$ cat config.mk
export PLATFORM = sky130hd
export DESIGN_NAME = clk_div_multi
export DESIGN_NICKNAME = d
export VERILOG_FILES = /design/src/rtl/clk_div_multi.sv
export SDC_FILE = /design/constraint.sdc
export NUM_CORES = 1
export LEC_CHECK = 0
export BUFFER_PORTS_ARGS = -buffer_cell sky130_fd_sc_hd__buf_4
export CELL_PAD_IN_SITES_DETAIL_PLACEMENT = 2
export CELL_PAD_IN_SITES_GLOBAL_PLACEMENT = 2
export CORE_UTILIZATION = 35
export CTS_CLUSTER_SIZE = 28
export DETAILED_ROUTE_END_ITERATION = 10
export GPL_TIMING_DRIVEN = 1
export PLACE_DENSITY_LB_ADDON = 0.1
export SLEW_MARGIN = 20
export SYNTH_ARGS = -nofsm -noshare
export SYNTH_HDL_FRONTEND = slang
export SYNTH_SLANG_ARGS = --single-unit
$ cat constraint.sdc
create_clock -name clock -period 1.7 [get_ports clock]
set_input_delay 0.51 -clock clock [delete_from_list [all_inputs] [get_ports clock]]
set_output_delay 0.51 -clock clock [all_outputs]
set_load 0.05 [all_outputs]
$ cat src/rtl/clk_div_multi.sv
// Multi-channel programmable clock divider. Each channel produces a terminal-count
// strobe and an optional square wave; new settings are shadowed and applied only at a safe point.
module clk_div_multi #(
    parameter int NUM_CH    = 4,
    parameter int CNT_W     = 20,
    parameter int RESET_DIV = 9999,
    localparam int CH_W     = (NUM_CH > 1) ? $clog2(NUM_CH) : 1
) (
    input  logic              clock,
    input  logic              reset,
    input  logic              cfg_valid,
    output logic              cfg_ready,
    input  logic [CH_W-1:0]   cfg_ch,
    input  logic [CNT_W-1:0]  cfg_div,
    input  logic              cfg_mode,
    input  logic              cfg_en,
    input  logic              sync,
    output logic [NUM_CH-1:0] tick,
    output logic [NUM_CH-1:0] clk_out,
    output logic [NUM_CH-1:0] cfg_pending
);

    always_ff @(posedge clock) begin
        if (reset) cfg_ready <= 1'b0;
        else       cfg_ready <= 1'b1;
    end

    for (genvar i = 0; i < NUM_CH; i++) begin : g_ch
        logic [CNT_W-1:0] div_q, cnt_q, sh_div_q;
        logic             mode_q, en_q, sh_mode_q, sh_en_q, pend_q, tick_q, clk_q;
        logic             wr_hit, term, restart, apply, clk_d;

        // Shadow settings only land when the counter restarts from 0, so the
        // active divisor never changes underneath a running count.
        always_comb begin
            wr_hit  = cfg_valid && cfg_ready && (cfg_ch == CH_W'(i));
            term    = en_q && !sync && (cnt_q == div_q);
            restart = sync || !en_q || term;
            apply   = pend_q && restart;
            clk_d   = clk_q;
            if (sync || !en_q)
                clk_d = 1'b0;
            else if (apply && (!sh_mode_q || !sh_en_q))
                clk_d = 1'b0;
            else if (term && mode_q)
                clk_d = !clk_q;
        end

        always_ff @(posedge clock) begin
            if (reset) begin
                div_q     <= CNT_W'(RESET_DIV);
                mode_q    <= 1'b1;
                en_q      <= 1'b1;
                cnt_q     <= '0;
                tick_q    <= 1'b0;
                clk_q     <= 1'b0;
                pend_q    <= 1'b0;
                sh_div_q  <= '0;
                sh_mode_q <= 1'b0;
                sh_en_q   <= 1'b0;
            end else begin
                if (apply) begin
                    div_q  <= sh_div_q;
                    mode_q <= sh_mode_q;
                    en_q   <= sh_en_q;
                end
                if (restart) cnt_q <= '0;
                else         cnt_q <= cnt_q + 1'b1;
                tick_q <= term;
                clk_q  <= clk_d;
                // A write arriving while the old shadow is being applied stays pending.
                if (wr_hit) begin
                    sh_div_q  <= cfg_div;
                    sh_mode_q <= cfg_mode;
                    sh_en_q   <= cfg_en;
                    pend_q    <= 1'b1;
                end else if (apply) begin
                    pend_q <= 1'b0;
                end
            end
        end

        assign tick[i]        = tick_q;
        assign clk_out[i]     = clk_q;
        assign cfg_pending[i] = pend_q;
    end

endmodule
== Word level (Yosys, flattened, before mapping) ==
Index checks and enable logic that the tools add are counted.

* Add/subtract/negate cells: 4
* Equal/unequal tests: 7
* Muxes and demuxes: 9
* Reduce and logical (&&, ||, !) cells: 67

{| class="wikitable"
|+ Operators with widths
! cell !! number
|-
| adder 20 x 1 -> 20 bit (second input constant) || 4
|-
| == test 20 bit || 4
|-
| logical AND 1 bit || 25
|-
| logical NOT 1 bit || 17
|-
| logical OR 1 bit || 12
|-
| OR reduction 3 bit || 4
|-
| 2-to-1 mux 1 bit || 9
|-
| nonzero test 2 bit || 4
|-
| OR reduction 2 bit || 4
|-
| == test 2 bit (second input constant) || 2
|-
| == test 2 x 1 -> 1 bit (second input constant) || 1
|-
| logical NOT 2 bit || 1
|}

* Register bits after elaboration: 269
* Input port bits: 28
* Output and inout bits: 13
* Logic and storage cells: 128

== Longest topological paths before layout ==
Gate-level depths: netlist (run 1).

* Word-level depth: 7
* Depth in mapped cells: 7
* Depth with buffers taken out: 6

== Worst setup path before layout (run 1) ==
OpenSTA, ideal clock, no wires.

* Kind: register to register
* From: register g_ch[0].cnt_q[7]
* To: register g_ch[0].div_q[11]
* Library setup time: 117 ps
* Arrival time: 1782 ps
* Required time: 1583 ps
* Setup slack: -199 ps
* Stages on the path, launching flop included: 8
* Path buffers: 2
* Period minus slack after synthesis: 1899 ps
* Path through: dfxtp_1 clkbuf_1 xnor2_1 nand4_1 or2_2 or3_4 buf_6 a32o_1

* Cells in the longest elaborated chain, start to end: 4

{| class="wikitable"
|+ RTL lines
! item !! line !! text
|-
| start: declaration || 29 || <nowiki>logic [CNT_W-1:0] div_q, cnt_q, sh_div_q;</nowiki>
|-
| start signal: assignment || 68 || <nowiki>else cnt_q <= cnt_q + 1'b1;</nowiki>
|-
| == test 20 bit || 37 || <nowiki>term = en_q && !sync && (cnt_q == div_q);</nowiki>
|-
| logical AND 1 bit || 37 ||
|-
| logical OR 1 bit || 38 || <nowiki>restart = sync || !en_q || term;</nowiki>
|-
| logical AND 1 bit || 39 || <nowiki>apply = pend_q && restart;</nowiki>
|-
| end signal: assignment || 51 || <nowiki>div_q <= CNT_W'(RESET_DIV);</nowiki>
|-
| end signal: assignment || 63 || <nowiki>div_q <= sh_div_q;</nowiki>
|-
| end: declaration || 29 ||
|}

No other way between the ends.
A chain may end at the register's enable or synchronous reset.

== Worst setup path in the final report (run 1) ==
* From: register g_ch[3].div_q[3]
* To: register g_ch[3].div_q[3]

* Cells in the longest elaborated chain, start to end: 4

{| class="wikitable"
|+ RTL lines
! item !! line
|-
| start: declaration || 29
|-
| start signal: assignment || 51
|-
| start signal: assignment || 63
|-
| == test 20 bit || 37
|-
| logical AND 1 bit || 37
|-
| logical OR 1 bit || 38
|-
| logical AND 1 bit || 39
|}

No other way between the ends.

==> impl_metrics.toml, run 1 <==
[sta]
finalHoldViolCount = 0
relSlewSlack_pct = 52.3
slew_viol_final = 0
min_period_over_period_pct = 118
fin_skew_ns = 0.0159
finalSetupTns_ns = -24.02
worst_pin_slew_ns = 0.713
setup_slack_ns = -0.305
rsz0062_at_grt = "yes"
fmax_mhz = 499
setup_viol = 170
period_minus_slack_ns = 2.00

[routing]
vias = 9934
avgRoutedWirePerCell_um = 23.0
first_pass_iters = 5
wirelength_met1_um = 17600
drt_wl_total_um = 42100
drc = 0
met3WireLength_um = 1680
detail_route.iter0.violations = 442
wl_met2_um = 21900
top_layer_used = "met4"
viasPerCell = 5.42
ant_nets = 0

[logic_synthesis]
synth_top_cell_area_share_pct = 49.3
ys.flop_type = "dfxtp_1"
syn-mean-instance-area_um2 = 9.08
ys_async_sr_fraction_pct = 0
synth.cell_area_um2 = 10900
ys_ff_latch = 269
synth.distinct_cells = 38
synth.net_count = 1235
ys_top_cells_by_area = "dfxtp_1, nand2_1, xor2_1"
synthTopCellsByCount = "dfxtp_1, nand2_1, nor2_1"
synth.most_common_cell = "dfxtp_1"
yosys.area.top_type = "dfxtp_1"
syn_inst = 1203
seq_area_frac_synth_pct = 49.3
yosys_warnings = 0
synth_edf_count = 0

[power_and_ir_drop]
peakVddDrop_mv = 0.770
pwr_density_cell_nw_per_um2 = 930
power_mw = 14.2
p_leak_nw = 5.61

[critical_path]
rrSetupSlack_ns = -0.30
crit_buf_inv = 2
required_ns = 2.13
crit_slowest_cell = "nor4_2"
r2r.worst_path.cells = 7
crit_fanout = 5
crit_arrival_ns = 2.44
r2r-start = "g_ch[3].div_q[3]"
reg2reg_to = "g_ch[3].div_q[3]"
crit_path_cell_trace = "xor2_1, nor4_2, buf_4, and3_4, a31oi_4, buf_12, o32a_1"
crit_family = "simple AND/OR/NAND/NOR gates"
slowest_delay_ns = 0.39
cp-end-kind = "flop"
critPathLaunchType = "flop"
path_class = "reg -> reg"

[grt]
grt.total_usage_pct = 24.3
overflow = 0
antenna_found_initial = 0
grt_pass1_wl_um = 59500
grt_start_max_net_pins = 38
grt_pass1_vias = 10700

[clock_tree]
cts_buffers = 31
root_buffer = "clkbuf_16"
cts_tree = "yes"
clkLatencyLatePin_ns = 0.56
htree_levels = 1
cts_sinks = 269
clkTransAtPathRegs_ns = 0.07
cts_buffer_depth = 3
ctsHoldBuffers = 0

[die]
io-pin-count = 41
num_rows = 64
dieHeight_um = 179
dieArea_um2 = 31900
die_width_um = 179
initial_utilization_pct = 35.6
core_um2 = 30700

[status]
violations = "negative setup slack"
status = "finished with violations"

[final_layout]
postLayoutCoreUtil_pct = 49.9
syn_to_final_growth_pct = 40.0
fin_area_um2 = 15300
antennaDiodeCount = 0
top_regs = "g_ch.cnt_q (80), g_ch.div_q (80), g_ch.sh_div_q (80)"
drive_gt1_share_pct = 33.1
nNetsFinal = 1449
fill_cells = 3164

[min_path]
min_to = "g_ch[2].sh_div_q[19]"
holdCritPathClass = "in -> reg"
hold_depth = 3
min_from = "cfg_div[19]"

[placed_design]
dp_hpwl_um = 25400
place_congestion = 0.765
portBuffers = 40
post_dp_cell_area_um2 = 12800

[run]
drv_cap = 0
-- how the worst max path moves through the flow --
stage,cells after the start,endpoint,from,slack [ns]
after global placement,6,g_ch[0].div_q[10],g_ch[0].div_q[19],-0.25
after detailed placement,6,g_ch[2].div_q[9],g_ch[2].div_q[6],-0.34
final,7,g_ch[3].div_q[3],g_ch[3].div_q[3],-0.30
after global routing,7,g_ch[3].div_q[13],g_ch[3].div_q[3],-0.35
after floorplan,6,g_ch[2].div_q[11],g_ch[2].cnt_q[6],-0.07
after CTS,5,g_ch[1].div_q[19],g_ch[1].cnt_q[8],-0.15
-- layout by cell type, fill, tap and decap left out, drive strengths merged, types with 9 or more instances in the layout --
master and instances:
a21oi 100, a32o 48, and3 17, buf 241, clkbuf 46, dfxtp 269, inv 18, nand2 214
nand3 39, nand4 24, nor2 114, nor3 27, nor4 18, o21ai 12, o32a 36, or3 9
xnor2 74, xor2 78
-- layout make-up --
cell class / count / area [µm²] / area share (%)
clock buffer: 44 / 895 / 5.85
clock inverter: 9 / 148 / 0.965
tap: 396 / 495 / 3.24
inverter: 18 / 67.6 / 0.442
multi-input combinational: 854 / 6040 / 39.5
sequential: 269 / 5460 / 35.7
timing repair buffer: 243 / 2190 / 14.3
-- metal layers --
metal,global-route usage (%),vias up
met3,3.10,77
met4,6.81,0
li1,-,4610
met1,29.8,5051
met2,44.1,196
met5,0,-
-- power by group --
part           total, mW  switching, mW  leakage, nW  internal (mW)
Combinational      0.809          0.493         2.90          0.316
Sequential          6.44         0.0724         2.19           6.37
Clock               6.97           2.75        0.512           4.22
-- cells by family after synthesis --
family	Yosys count	synth area share, %
buffers and inverters	85	3.73
adders and majority gates	4	0.458
and+or+nand+nor	477	20.1
AOI/OAI and AO/OA	212	13.9
xor gates and xnor gates	152	12.2
muxes	4	0.366
DFF	269	49.3
-- worst min-delay path: cells and delay by family --
kind	cells	cell delay, ns
buffers and inverters	1	0.14
AOI/OAI and AO/OA	1	0.05
and+or+nand+nor	1	0.07
-- timing repair --
action	CTS	global route
pin swaps	37	68
endpoints found under the setup margin	180	179
cloned	5	8
resized for setup	85	180
endpoints found under the hold margin	0	0
setup buffers	19	14
-- per-stage QoR --
step	hold slack, ns	instances	setup slack [ns]
2_1_floorplan	0.436	1203	-0.0678
3_3_place_gp	0.450	1743	-0.253
3_5_place_dp	0.451	1743	-0.344
4_1_cts	0.242	1818	-0.150
5_1_grt	0.259	1833	-0.354
6_report	0.265	1833	-0.305
(Power assumes the default switching activity.)
==> run 2, diff against run 1 <==
--- a/config.mk
+++ b/config.mk
@@ -13,6 +13,7 @@
 export DETAILED_ROUTE_END_ITERATION = 10
 export GPL_TIMING_DRIVEN = 1
 export PLACE_DENSITY_LB_ADDON = 0.1
+export SKIP_CTS_REPAIR_TIMING = 1
 export SLEW_MARGIN = 20
 export SYNTH_ARGS = -nofsm -noshare
 export SYNTH_HDL_FRONTEND = slang
==> impl_metrics.toml, run 2 (synthesized netlist as in run 1, its figures left out) <==
[status]
status = "finished with violations"
violations = "negative setup slack"

[sta]
relSlewSlack_pct = 50.6
setup_slack_ns = -0.236
fin_skew_ns = 0.0119
fmax_mhz = 517
setup_viol = 172
min_period_over_period_pct = 114
slew_viol_final = 0
period_minus_slack_ns = 1.94
finalHoldViolCount = 0
worst_pin_slew_ns = 0.738
rsz0062_at_grt = "yes"
finalSetupTns_ns = -25.60

[clock_tree]
clkLatencyLatePin_ns = 0.56
cts_buffer_depth = 3
cts_buffers = 31
root_buffer = "clkbuf_16"
htree_levels = 1
cts_sinks = 269
clkTransAtPathRegs_ns = 0.06
cts_tree = "yes"

[die]
io-pin-count = 41
core_um2 = 30700
num_rows = 64
initial_utilization_pct = 35.6
die_width_um = 179
dieHeight_um = 179
dieArea_um2 = 31900

[power_and_ir_drop]
p_seq_share_pct = 45.6
swShare_pct = 23.0
combPwrFrac_pct = 5.4
power_mw = 14.2
intPower_mw = 10.9
pwr-share-clk_pct = 49.0
p_leak_nw = 5.51
pwr_density_cell_nw_per_um2 = 947
p_sw_mw = 3.25
peakVddDrop_mv = 0.775

[placed_design]
portBuffers = 40
dp_hpwl_um = 25400
post_dp_cell_area_um2 = 12800
place_congestion = 0.765

[grt]
overflow = 0
grt_pass1_vias = 10200
antenna_found_initial = 0
grt.total_usage_pct = 22.4
grt_pass1_wl_um = 55600
grt_start_max_net_pins = 38

[final_layout]
multi_input_area_um2 = 5850
layout_commonest_cell = "dfxtp_1"
final_cell_mix = "dfxtp_1, nand2_1, buf_4"
syn_to_final_growth_pct = 36.8
fin_area_um2 = 15000
fill_cells = 3231
antennaDiodeCount = 0
top_regs = "g_ch.cnt_q (80), g_ch.div_q (80), g_ch.sh_div_q (80)"
postLayoutCoreUtil_pct = 48.8
nNetsFinal = 1435
drive_gt1_share_pct = 31.2
register_area_um2 = 5450

[critical_path]
cp-end-kind = "flop"
critPathLaunchType = "flop"
crit_fanout = 5
path_class = "reg -> reg"
crit_arrival_ns = 2.38
required_ns = 2.14

[routing]
viasPerCell = 5.35
drc = 0
vias = 9730
ant_nets = 0
avgRoutedWirePerCell_um = 22.1
drt_wl_total_um = 40300
first_pass_iters = 5
detail_route.iter0.violations = 466

[min_path]
holdCritPathClass = "in -> reg"

[run]
drv_cap = 0
run 2: cell types whose count changed in the layout (fill, tap and decap cells not counted), sizes merged:
cell,delta
buf,-13
a31oi,-1
run 2: final cells by class:
type | count | share of cell area (%)
sequential | 269 | 36.5
multi-input combinational | 853 | 39.1
inverter | 18 | 0.452
tap | 396 | 3.31
clock buffer | 44 | 5.98
clock inverter | 9 | 0.987
timing repair buffer | 230 | 13.6
run 2: final timing paths:
check,startpoint,endpoint,slack (ns),depth (start not counted)
max,g_ch[2].cnt_q[12],g_ch[2].cnt_q[18],-0.24,8
min reg2reg,g_ch[3].sh_div_q[6],g_ch[3].sh_div_q[6],0.46,2
min,cfg_div[1],g_ch[3].sh_div_q[1],0.26,3
max reg2reg,g_ch[2].cnt_q[12],g_ch[2].cnt_q[18],-0.24,8
run 2: power by group through the flow:
stage                     Clock [mW]  Sequential [mW]  Combinational (mW)
after floorplan                    0             6.57               0.295
after global placement             0             6.59               0.642
after detailed placement           0             6.59               0.657
after CTS                       7.06             6.45               0.664
after global routing            7.32             6.46               0.817
final                           6.93             6.45               0.767
run 2: critical path, cell delays in order, from the launching register on:
cell and delay (ns):
dfxtp_2 0.33, xnor2_1 0.26, nand4_1 0.20, or2_4 0.33, buf_4 0.18, o21ai_4 0.16, buf_12 0.15, clkbuf_16 0.17
nor2_4 0.03
run 2: routing by layer:
| metal | GRT usage, % | up-vias | part of all wire [%] | wire (µm) |
|---|---|---|---|---|
| li1 | - | 4574 | - | - |
| met4 | 5.26 | 0 | 2.5 | 1020 |
| met1 | 28.8 | 4925 | 43 | 17300 |
| met2 | 39.7 | 158 | 51 | 20500 |
| met5 | 0 | - | 0 | 0 |
| met3 | 2.82 | 73 | 3.6 | 1440 |
run 2: through the flow:
step                      instances  hold WS (ns)  setup WS [ns]
after floorplan                1203         0.436        -0.0678
after global placement         1743         0.450         -0.253
after detailed placement       1743         0.451         -0.344
after CTS                      1796         0.242         -0.479
after global routing           1819         0.256         -0.306
final                          1819         0.261         -0.236
==> run 3, diff against run 2 <==
--- a/config.mk
+++ b/config.mk
@@ -8,6 +8,7 @@
 export BUFFER_PORTS_ARGS = -buffer_cell sky130_fd_sc_hd__buf_4
 export CELL_PAD_IN_SITES_DETAIL_PLACEMENT = 2
 export CELL_PAD_IN_SITES_GLOBAL_PLACEMENT = 2
+export CORE_MARGIN = 3
 export CORE_UTILIZATION = 35
 export CTS_CLUSTER_SIZE = 28
 export DETAILED_ROUTE_END_ITERATION = 10
==> impl_metrics.toml, run 3 (synthesized netlist as in run 1, its figures left out) <==
[status]
status = "finished with violations"
violations = "negative setup slack"

[grt]
grtUsageMet2_pct = 37.4
grt_pass1_wl_um = 56900
grt_pass1_vias = 10300
grt.total_usage_pct = 21.2
gr-usage-met1_pct = 28.0
grt_use_met3_pct = 2.81
overflow = 0
antenna_found_initial = 0
top_usage_layer = "met2"
grt_start_max_net_pins = 45

[final_layout]
antennaDiodeCount = 0
fill_cells = 3186
fin_area_um2 = 15000
final_cells = 1814
drive_gt1_share_pct = 30.3
layout_commonest_cell = "dfxtp_1"
syn_to_final_growth_pct = 37.5
top_regs = "g_ch.cnt_q (80), g_ch.div_q (80), g_ch.sh_div_q (80)"
nNetsFinal = 1426
final_cell_mix = "dfxtp_1, nand2_1, buf_4"

[power_and_ir_drop]
intPower_mw = 11.2
pwr-share-clk_pct = 49.9
swShare_pct = 22.5
p_sw_mw = 3.25
combPwrFrac_pct = 5.5
peakVddDrop_mv = 0.752
p_leak_nw = 5.58
power_mw = 14.5
pwr_density_cell_nw_per_um2 = 963
p_seq_share_pct = 44.6

[routing]
drc = 0
vias = 9663
drt_wl_total_um = 40000
avgRoutedWirePerCell_um = 22.0
first_pass_iters = 4
viasPerCell = 5.33
detail_route.iter0.violations = 469
ant_nets = 0

[critical_path]
critPathLaunchType = "flop"
reg2reg_to = "g_ch[0].div_q[2]"
crit_path_cell_trace = "xor2_2, nor4_4, nand3_2, buf_6, nor3_4, clkbuf_16, o32a_1"
crit_arrival_ns = 2.42
crit_family = "simple AND/OR/NAND/NOR gates"
required_ns = 2.19
cp.depth = 7
crit_fanout = 4
crit_buf_inv = 2
r2r-start = "g_ch[0].div_q[17]"
crit_start = "g_ch[0].div_q[17]"
rrSetupSlack_ns = -0.23
path_class = "reg -> reg"
cp-end-kind = "flop"
worstSetupEndpoint = "g_ch[0].div_q[2]"
crit_slowest_cell = "dfxtp_4"
slowest_delay_ns = 0.36
r2r.worst_path.cells = 7

[die]
io-pin-count = 41
dieHeight_um = 183
num_rows = 64
initial_utilization_pct = 35.6
die_width_um = 183
core_um2 = 30700
dieArea_um2 = 33400

[placed_design]
placedCellCount = 1727
portBuffers = 40
place_congestion = 0.777
place_ws_ns = -0.431
dp_hpwl_um = 25300
post_dp_cell_area_um2 = 12700

[sta]
worst_pin_slew_ns = 0.752
min_period_over_period_pct = 114
relSlewSlack_pct = 49.5
slew_viol_final = 0
rsz0062_at_grt = "yes"
finalHoldViolCount = 0
fmax_mhz = 517
setup_viol = 167
period_minus_slack_ns = 1.93
finalSetupTns_ns = -22.65
fin_skew_ns = 0.0188
setup_slack_ns = -0.235

[run]
drv_cap = 0

[min_path]
hold_depth = 3
holdCritPathClass = "in -> reg"
min_from = "cfg_div[1]"

[clock_tree]
clkTransAtPathRegs_ns = 0.06
htree_levels = 1
cts_buffer_depth = 3
cts_buffers = 30
cts_tree = "yes"
root_buffer = "clkbuf_16"
clkLatencyLatePin_ns = 0.56
cts_sinks = 269
[run 3: layer usage]
layer  routed length [µm]  share of wire, %  vias up
met1                17500                44     4903
met3                 1420               3.6       56
met4                  682               1.7        0
met2                20400                51      149
met5                    0                 0        -
li1                     -                 -     4555
[run 3: how the worst min path moves through the flow]
stage | endpoint
final | g_ch[2].sh_div_q[1]
after global routing | g_ch[1].sh_div_q[19]
after CTS | g_ch[1].sh_div_q[3]
after detailed placement | g_ch[3].sh_div_q[2]
after global placement | g_ch[2].sh_div_q[5]
after floorplan | g_ch[0].sh_div_q[11]
[run 3: power groups by stage]
stage / clock network, mW / logic [mW] / registers, mW
2_1_floorplan: 0 / 0.295 / 6.57
4_1_cts: 7.38 / 0.650 / 6.45
5_1_grt: 7.71 / 0.856 / 6.46
6_report: 7.23 / 0.799 / 6.45
3_3_place_gp: 0 / 0.628 / 6.59
3_5_place_dp: 0 / 0.640 / 6.59
[run 3: metrics by stage]
stage               hold WS (ns)  util (%)
floorplan                  0.436         -
finish                     0.258      49.0
global route               0.239      49.0
detailed placement         0.457      41.5
global placement           0.449      41.5
CTS                        0.231      45.0
[run 3: area by class of cell]
class                   count  area [µm²]  share of cell area (%)
repair buffers            222        2090                    13.9
clock buffers              41         843                    5.61
well taps                 396         495                    3.30
flip-flops and latches    269        5450                    36.3
clock inverters            15         255                    1.70
multi-input cells         853        5820                    38.8
inverters                  18        67.6                   0.450
[run 3: worst register-to-register path, stage by stage (launching register included)]
cell	delay, ns
dfxtp_4	0.36
xor2_2	0.18
nor4_4	0.36
nand3_2	0.16
buf_6	0.17
nor3_4	0.31
clkbuf_16	0.20
o32a_1	0.14
